### src/rtl/axi4_lite_slave_regfile_pkg.sv
// Shared types and constants for the AXI4-Lite register-file responder.
// Response codes, FSM state encodings and the byte-strobe merge helper.
package axi4_lite_slave_regfile_pkg;

    localparam int DATA_WIDTH = 32;
    localparam int STRB_WIDTH = DATA_WIDTH / 8;

    localparam logic [1:0] RESP_OKAY   = 2'b00;
    localparam logic [1:0] RESP_SLVERR = 2'b10;

    typedef enum logic {
        W_IDLE = 1'b0,
        W_RESP = 1'b1
    } wr_state_e;

    typedef enum logic {
        R_IDLE = 1'b0,
        R_DATA = 1'b1
    } rd_state_e;

    // Byte lanes with a set strobe take the new data, the rest keep the old value.
    function automatic logic [DATA_WIDTH-1:0] apply_strb(
        input logic [DATA_WIDTH-1:0] old_val,
        input logic [DATA_WIDTH-1:0] new_val,
        input logic [STRB_WIDTH-1:0] strb
    );
        logic [DATA_WIDTH-1:0] res;
        res = old_val;
        for (int i = 0; i < STRB_WIDTH; i++) begin
            if (strb[i]) res[8*i +: 8] = new_val[8*i +: 8];
        end
        return res;
    endfunction

endpackage

### src/rtl/axi4_lite_slave_regfile_addr_decode.sv
// Combinational address decode: flags whether a byte address falls inside the
// register bank and yields the word index; the low two address bits are ignored.
module axi4_lite_addr_decode
    import axi4_lite_slave_regfile_pkg::*;
#(
    parameter int          NUM_REGS   = 16,
    parameter logic [31:0] BASE_ADDR  = 32'h0000_0000,
    parameter int          ADDR_WIDTH = 32
) (
    input  logic [ADDR_WIDTH-1:0]       addr,
    output logic                        in_range,
    output logic [$clog2(NUM_REGS)-1:0] index
);

    localparam logic [ADDR_WIDTH-1:0] BASE = ADDR_WIDTH'(BASE_ADDR);
    localparam logic [ADDR_WIDTH:0]   SPAN = (ADDR_WIDTH + 1)'(NUM_REGS * 4);

    logic [ADDR_WIDTH-1:0] offset;

    assign offset   = addr - BASE;
    assign in_range = (addr >= BASE) && ({1'b0, offset} < SPAN);
    assign index    = offset[$clog2(NUM_REGS)+1:2];

endmodule

### src/rtl/axi4_lite_slave_regfile.sv
// AXI4-Lite responder holding NUM_REGS 32-bit registers with independent read and
// write paths. Define AXI4_LITE_REGFILE_PROT_EN to reject unprivileged accesses.
module axi4_lite_slave_regfile
    import axi4_lite_slave_regfile_pkg::*;
#(
    parameter int          NUM_REGS   = 16,
    parameter logic [31:0] BASE_ADDR  = 32'h0000_0000,
    parameter int          ADDR_WIDTH = 32
) (
    input  logic                  aclk,
    input  logic                  aresetn,
    input  logic [ADDR_WIDTH-1:0] awaddr,
    input  logic [2:0]            awprot,
    input  logic                  awvalid,
    output logic                  awready,
    input  logic [31:0]           wdata,
    input  logic [3:0]            wstrb,
    input  logic                  wvalid,
    output logic                  wready,
    output logic [1:0]            bresp,
    output logic                  bvalid,
    input  logic                  bready,
    input  logic [ADDR_WIDTH-1:0] araddr,
    input  logic [2:0]            arprot,
    input  logic                  arvalid,
    output logic                  arready,
    output logic [31:0]           rdata,
    output logic [1:0]            rresp,
    output logic                  rvalid,
    input  logic                  rready
);

    localparam int IDX_W = $clog2(NUM_REGS);

    // Handshakes: a beat transfers on a rising edge where valid && ready are both high.
    // Sources hold valid and payload until the transfer; all outputs here are registered.

    logic [DATA_WIDTH-1:0] regs [NUM_REGS];

    wr_state_e             wr_state, wr_state_n;
    logic                  aw_held, aw_held_n;
    logic                  w_held, w_held_n;
    logic [ADDR_WIDTH-1:0] awaddr_q;
    logic [DATA_WIDTH-1:0] wdata_q;
    logic [STRB_WIDTH-1:0] wstrb_q;
    logic                  awready_n, wready_n, bvalid_n;
    logic [1:0]            bresp_n;
    logic                  reg_we;

    rd_state_e             rd_state, rd_state_n;
    logic                  arready_n, rvalid_n;
    logic [1:0]            rresp_n;
    logic [DATA_WIDTH-1:0] rdata_n;

    logic                  aw_hs, w_hs, ar_hs;
    logic                  wr_in_range, rd_in_range;
    logic                  wr_ok, rd_ok;
    logic [IDX_W-1:0]      wr_idx, rd_idx;
    logic                  unused_prot;

    assign aw_hs = awvalid && awready;
    assign w_hs  = wvalid && wready;
    assign ar_hs = arvalid && arready;

    axi4_lite_addr_decode #(
        .NUM_REGS  (NUM_REGS),
        .BASE_ADDR (BASE_ADDR),
        .ADDR_WIDTH(ADDR_WIDTH)
    ) u_wr_decode (
        .addr    (awaddr_q),
        .in_range(wr_in_range),
        .index   (wr_idx)
    );

    axi4_lite_addr_decode #(
        .NUM_REGS  (NUM_REGS),
        .BASE_ADDR (BASE_ADDR),
        .ADDR_WIDTH(ADDR_WIDTH)
    ) u_rd_decode (
        .addr    (araddr),
        .in_range(rd_in_range),
        .index   (rd_idx)
    );

`ifdef AXI4_LITE_REGFILE_PROT_EN
    logic awpriv_q;

    always_ff @(posedge aclk or negedge aresetn) begin
        if (!aresetn) awpriv_q <= 1'b0;
        else if (aw_hs) awpriv_q <= awprot[0];
    end

    assign wr_ok       = wr_in_range && awpriv_q;
    assign rd_ok       = rd_in_range && arprot[0];
    assign unused_prot = ^{awprot[2:1], arprot[2:1]};
`else
    assign wr_ok       = wr_in_range;
    assign rd_ok       = rd_in_range;
    assign unused_prot = ^{awprot, arprot};
`endif

    // Write path: AW and W are latched independently; the commit fires on the
    // edge after both are held, so the readies stay low until bready.
    always_comb begin
        wr_state_n = wr_state;
        aw_held_n  = aw_held;
        w_held_n   = w_held;
        awready_n  = awready;
        wready_n   = wready;
        bvalid_n   = bvalid;
        bresp_n    = bresp;
        reg_we     = 1'b0;
        case (wr_state)
            W_IDLE: begin
                if (aw_held && w_held) begin
                    reg_we     = wr_ok;
                    bresp_n    = wr_ok ? RESP_OKAY : RESP_SLVERR;
                    bvalid_n   = 1'b1;
                    aw_held_n  = 1'b0;
                    w_held_n   = 1'b0;
                    awready_n  = 1'b0;
                    wready_n   = 1'b0;
                    wr_state_n = W_RESP;
                end else begin
                    if (aw_hs) aw_held_n = 1'b1;
                    if (w_hs)  w_held_n  = 1'b1;
                    awready_n = !(aw_held || aw_hs);
                    wready_n  = !(w_held || w_hs);
                end
            end
            W_RESP: begin
                if (bready) begin
                    bvalid_n   = 1'b0;
                    awready_n  = 1'b1;
                    wready_n   = 1'b1;
                    wr_state_n = W_IDLE;
                end
            end
            default: wr_state_n = W_IDLE;
        endcase
    end

    always_ff @(posedge aclk or negedge aresetn) begin
        if (!aresetn) begin
            wr_state <= W_IDLE;
            aw_held  <= 1'b0;
            w_held   <= 1'b0;
            awaddr_q <= '0;
            wdata_q  <= '0;
            wstrb_q  <= '0;
            awready  <= 1'b0;
            wready   <= 1'b0;
            bvalid   <= 1'b0;
            bresp    <= RESP_OKAY;
        end else begin
            wr_state <= wr_state_n;
            aw_held  <= aw_held_n;
            w_held   <= w_held_n;
            awready  <= awready_n;
            wready   <= wready_n;
            bvalid   <= bvalid_n;
            bresp    <= bresp_n;
            if (aw_hs) awaddr_q <= awaddr;
            if (w_hs) begin
                wdata_q <= wdata;
                wstrb_q <= wstrb;
            end
        end
    end

    always_ff @(posedge aclk or negedge aresetn) begin
        if (!aresetn) begin
            for (int i = 0; i < NUM_REGS; i++) regs[i] <= '0;
        end else if (reg_we) begin
            regs[wr_idx] <= apply_strb(regs[wr_idx], wdata_q, wstrb_q);
        end
    end

    // Read path: data is sampled from the bank on the AR edge, so a write committing
    // on that same edge is not yet visible.
    always_comb begin
        rd_state_n = rd_state;
        arready_n  = arready;
        rvalid_n   = rvalid;
        rresp_n    = rresp;
        rdata_n    = rdata;
        case (rd_state)
            R_IDLE: begin
                if (ar_hs) begin
                    rdata_n    = rd_ok ? regs[rd_idx] : '0;
                    rresp_n    = rd_ok ? RESP_OKAY : RESP_SLVERR;
                    rvalid_n   = 1'b1;
                    arready_n  = 1'b0;
                    rd_state_n = R_DATA;
                end else begin
                    arready_n = 1'b1;
                end
            end
            R_DATA: begin
                if (rready) begin
                    rvalid_n   = 1'b0;
                    arready_n  = 1'b1;
                    rd_state_n = R_IDLE;
                end
            end
            default: rd_state_n = R_IDLE;
        endcase
    end

    always_ff @(posedge aclk or negedge aresetn) begin
        if (!aresetn) begin
            rd_state <= R_IDLE;
            arready  <= 1'b0;
            rvalid   <= 1'b0;
            rresp    <= RESP_OKAY;
            rdata    <= '0;
        end else begin
            rd_state <= rd_state_n;
            arready  <= arready_n;
            rvalid   <= rvalid_n;
            rresp    <= rresp_n;
            rdata    <= rdata_n;
        end
    end

endmodule

### config.mk
export PLATFORM = sky130hd
export DESIGN_NAME = axi4_lite_slave_regfile
export DESIGN_NICKNAME = d
export VERILOG_FILES = /design/src/rtl/axi4_lite_slave_regfile_pkg.sv /design/src/rtl/axi4_lite_slave_regfile_addr_decode.sv /design/src/rtl/axi4_lite_slave_regfile.sv
export SDC_FILE = /design/constraint.sdc
export NUM_CORES = 1
export LEC_CHECK = 0
export CAP_MARGIN = 20
export CORE_MARGIN = 1
export CORE_UTILIZATION = 69
export DETAILED_ROUTE_END_ITERATION = 7
export DONT_BUFFER_PORTS = 1
export PLACE_DENSITY = 0.81
export SLEW_MARGIN = 10
export SYNTH_ARGS = -nofsm -noshare
export SYNTH_HDL_FRONTEND = slang
export SYNTH_SLANG_ARGS = --single-unit
export TNS_END_PERCENT = 100
### constraint.sdc
create_clock -name aclk -period 5.27 [get_ports aclk]
set_input_delay 0.2635 -clock aclk [delete_from_list [all_inputs] [get_ports aclk]]
set_output_delay 0.2635 -clock aclk [all_outputs]
set_load 0.01 [all_outputs]
==> results.md <==
- Avg Inst Size Synth: 11.2 um2
- Area grow syn2layout: 8.66%
- Leakage: 14.9 nW
- Final Non-Filler Cells: 3355
- Share of layout cells above drive strength 1: 0.162
- CP endpoint kind: flop
- DR WL/cell: 27.2 um
- CP Data Arrival Time: 4.33 ns
- CTS H-tree depth: 3
- Hold_buf cts: 68
- CTS tree: built
- Most frequent cells in the layout: 617 x dfrtp_1, 552 x nand2_1, 502 x o31ai_1
- Starting density of the core: 0.703
- Nets: 2818
- Placed cells: 3144
- DP HPWL: 48.1 mm
- # rows: 78
- Avg Vias per Cell: 7.35
- First-pass GRT wire length: 141 mm
- Peak VDD IR: 0.000484 V
- Ports: 154
- Total CTS buffers: 66
- Fin crit period: 3.83 ns
- Worst Path Required: 5.76 ns
- Gr ovfl total: 0
- Critical path peak fanout: 34
- Number of synthesized flops with an enable pin: 0
- Syn. warnings: 0
- RSZ-0062 raised after global routing: false
- FF-to-FF path depth: 6
- Seq cells post-synth: 621
- Post-synth ARST share: 1.00
- RR Endpoint: regs[218]
- IO Port Bufs: 0
- Slew headroom: -0.737
- Period utilization: 0.728
- Netlist cell types: 41
- Main synth FF type: dfrtp_1
- Final hold violations: 621
- Setup tns final: 0 ns
- Critical Path Start: awaddr_q[20]
- Startpoint type of the worst setup path: flop
- CTS Root Cell: clkbuf_16
- Total wire length: 91.3 mm
- DRC: 0
- PostCTS Resize Cnt: 0
- 1st-pass router iterations: 6
- Routed Antenna Nets: 0
- Die ar.: 47400 um2
- Final GP Congestion: 0.842
- Worst-Margin Slew: 2.61 ns
- Outcome: complete, but fails checks
- Initial antenna violation count: 0
- Final number of setup-violating endpoints: 0
- Largest net degree at the start of global routing: 622
- CP Class: flop to flop
- Fin. max-slew vios: 417
- Syn Inst Count: 2858
- Failing checks: hold timing, slew limit
- Worst R2R Start: awaddr_q[20]
- Total GRT Usage: 0.391
- Max Buffers Root-to-Sink: 3
- DIE WIDTH: 218 um
- Mapped Area: 32100 um2
- Fin util: 0.764
- Die Span Y: 218 um
- Clock skew: 0.0247 ns
- Post-synth top area share: 0.484
- R2R Setup Slk: 1.44 ns
- Synth top area cells: dfrtp_1 48%, o31ai_1 12%, mux4_2 11%, nand2_1 6.5%, mux2i_1 6.0%
- Register area share after synthesis: 0.484
- Sink Count: 621
- Vias in the first global route: 25000
- Clk_lat worst skew: 0.61 ns
- Post CTS Setup Buffer Count: 0
- Synth area leader: dfrtp_1
- Hold WS: -0.625 ns
- HP Class: input port to asynchronous set/reset pin
- Core area: 45700 um2
- Power Total: 0.0146 W
- N_diodes: 0
- Cell Pwr Density: 418 nW/um2
- Drt first-iter violations: 3411
- Max-Cap Viols: 0
- Routed vias: 24600
- Fmax: 0.261 GHz
- Commonest non-fill, non-tap cell in the layout: dfrtp_1
- Clock-pin transition on the worst setup and hold timing paths: 0.06 ns
[critical path, cell delays in order (launching register included)]
cell     delay, ns
dfrtp_1       0.39
or4_1         0.64
nor4_4        0.89
buf_4         0.32
nand4_4       0.59
buf_4         0.56
o31ai_1       0.31
[power breakdown]
group / switching [W] / internal (W) / total (W)
logic: 0.00288 / 0.00130 / 0.00417
clock network: 0.00192 / 0.00286 / 0.00477
registers: 0.000559 / 0.00506 / 0.00562
total: 0.00535 / 0.00922 / 0.0146
[registers in the layout (all words and copies together), names as in the netlist]
register / count
rresp: 1
bresp: 1
wready: 1
arready: 1
w_held: 1
aw_held: 1
awaddr_q: 30
awready: 1
rd_state: 1
wr_state: 1
wstrb_q: 4
bvalid: 1
wdata_q: 32
regs: 512
rvalid: 1
rdata: 32
[metal layers]
layer	up-vias	track usage	wire length, um
li1	10400	-	-
met1	12300	0.518	33700
met3	329	0.0833	9500
met4	0	0.183	4390
met5	-	0	0
met2	1548	0.622	43700
[how the worst max path moves through the flow]
| stage | cells after the start | endpoint |
|---|---|---|
| global placement | 6 | regs[391] |
| CTS | 5 | regs[383] |
| detailed placement | 6 | regs[218] |
| finish | 6 | regs[218] |
| global route | 6 | regs[193] |
| floorplan | 8 | regs[206] |
[synth_stat cells, drive strengths merged (4+ instances only)]
cell,number
nor2b,37
nor4,11
nor2,15
o21ai,35
clkbuf,210
a22o,32
mux2,66
nor3,32
nand2,554
mux2i,192
buf,147
o22ai,64
or4,4
o31ai,512
a22oi,64
dfrtp,621
mux4,160
nand4,17
a221oi,32
and2,35
inv,4
[through the flow]
step	hold slack, ns	setup WS [ns]	area, um2
3_5_place_dp	-0.0165	1.53	31800
2_1_floorplan	-0.0321	2.93	32100
6_report	-0.625	1.44	34900
4_1_cts	-0.644	1.50	34700
5_1_grt	-0.654	1.28	34900
3_3_place_gp	-0.0200	1.62	31800
[logic make-up after synthesis]
kind of cell / count (synthesis) / share of synthesized area
flip-flops: 621 / 0.484
AO/OA/AOI/OAI: 744 / 0.173
other: 1 / 0.000117
multiplexers: 418 / 0.195
AND/OR/NAND/NOR: 713 / 0.101
buffers and inverters: 361 / 0.0468
[cell type report]
| type | instances | area (um2) |
|---|---|---|
| Tap cell | 600 | 751 |
| Fill cell | 2845 | 10800 |
| Clock buffer | 106 | 2090 |
| Clock inverter | 12 | 141 |
| Timing Repair Buffer | 135 | 1200 |
| Inverter | 4 | 15.0 |
| Multi-Input combinational cell | 1877 | 15200 |
| Sequential cell | 621 | 15500 |
(Power assumes the default switching activity.)
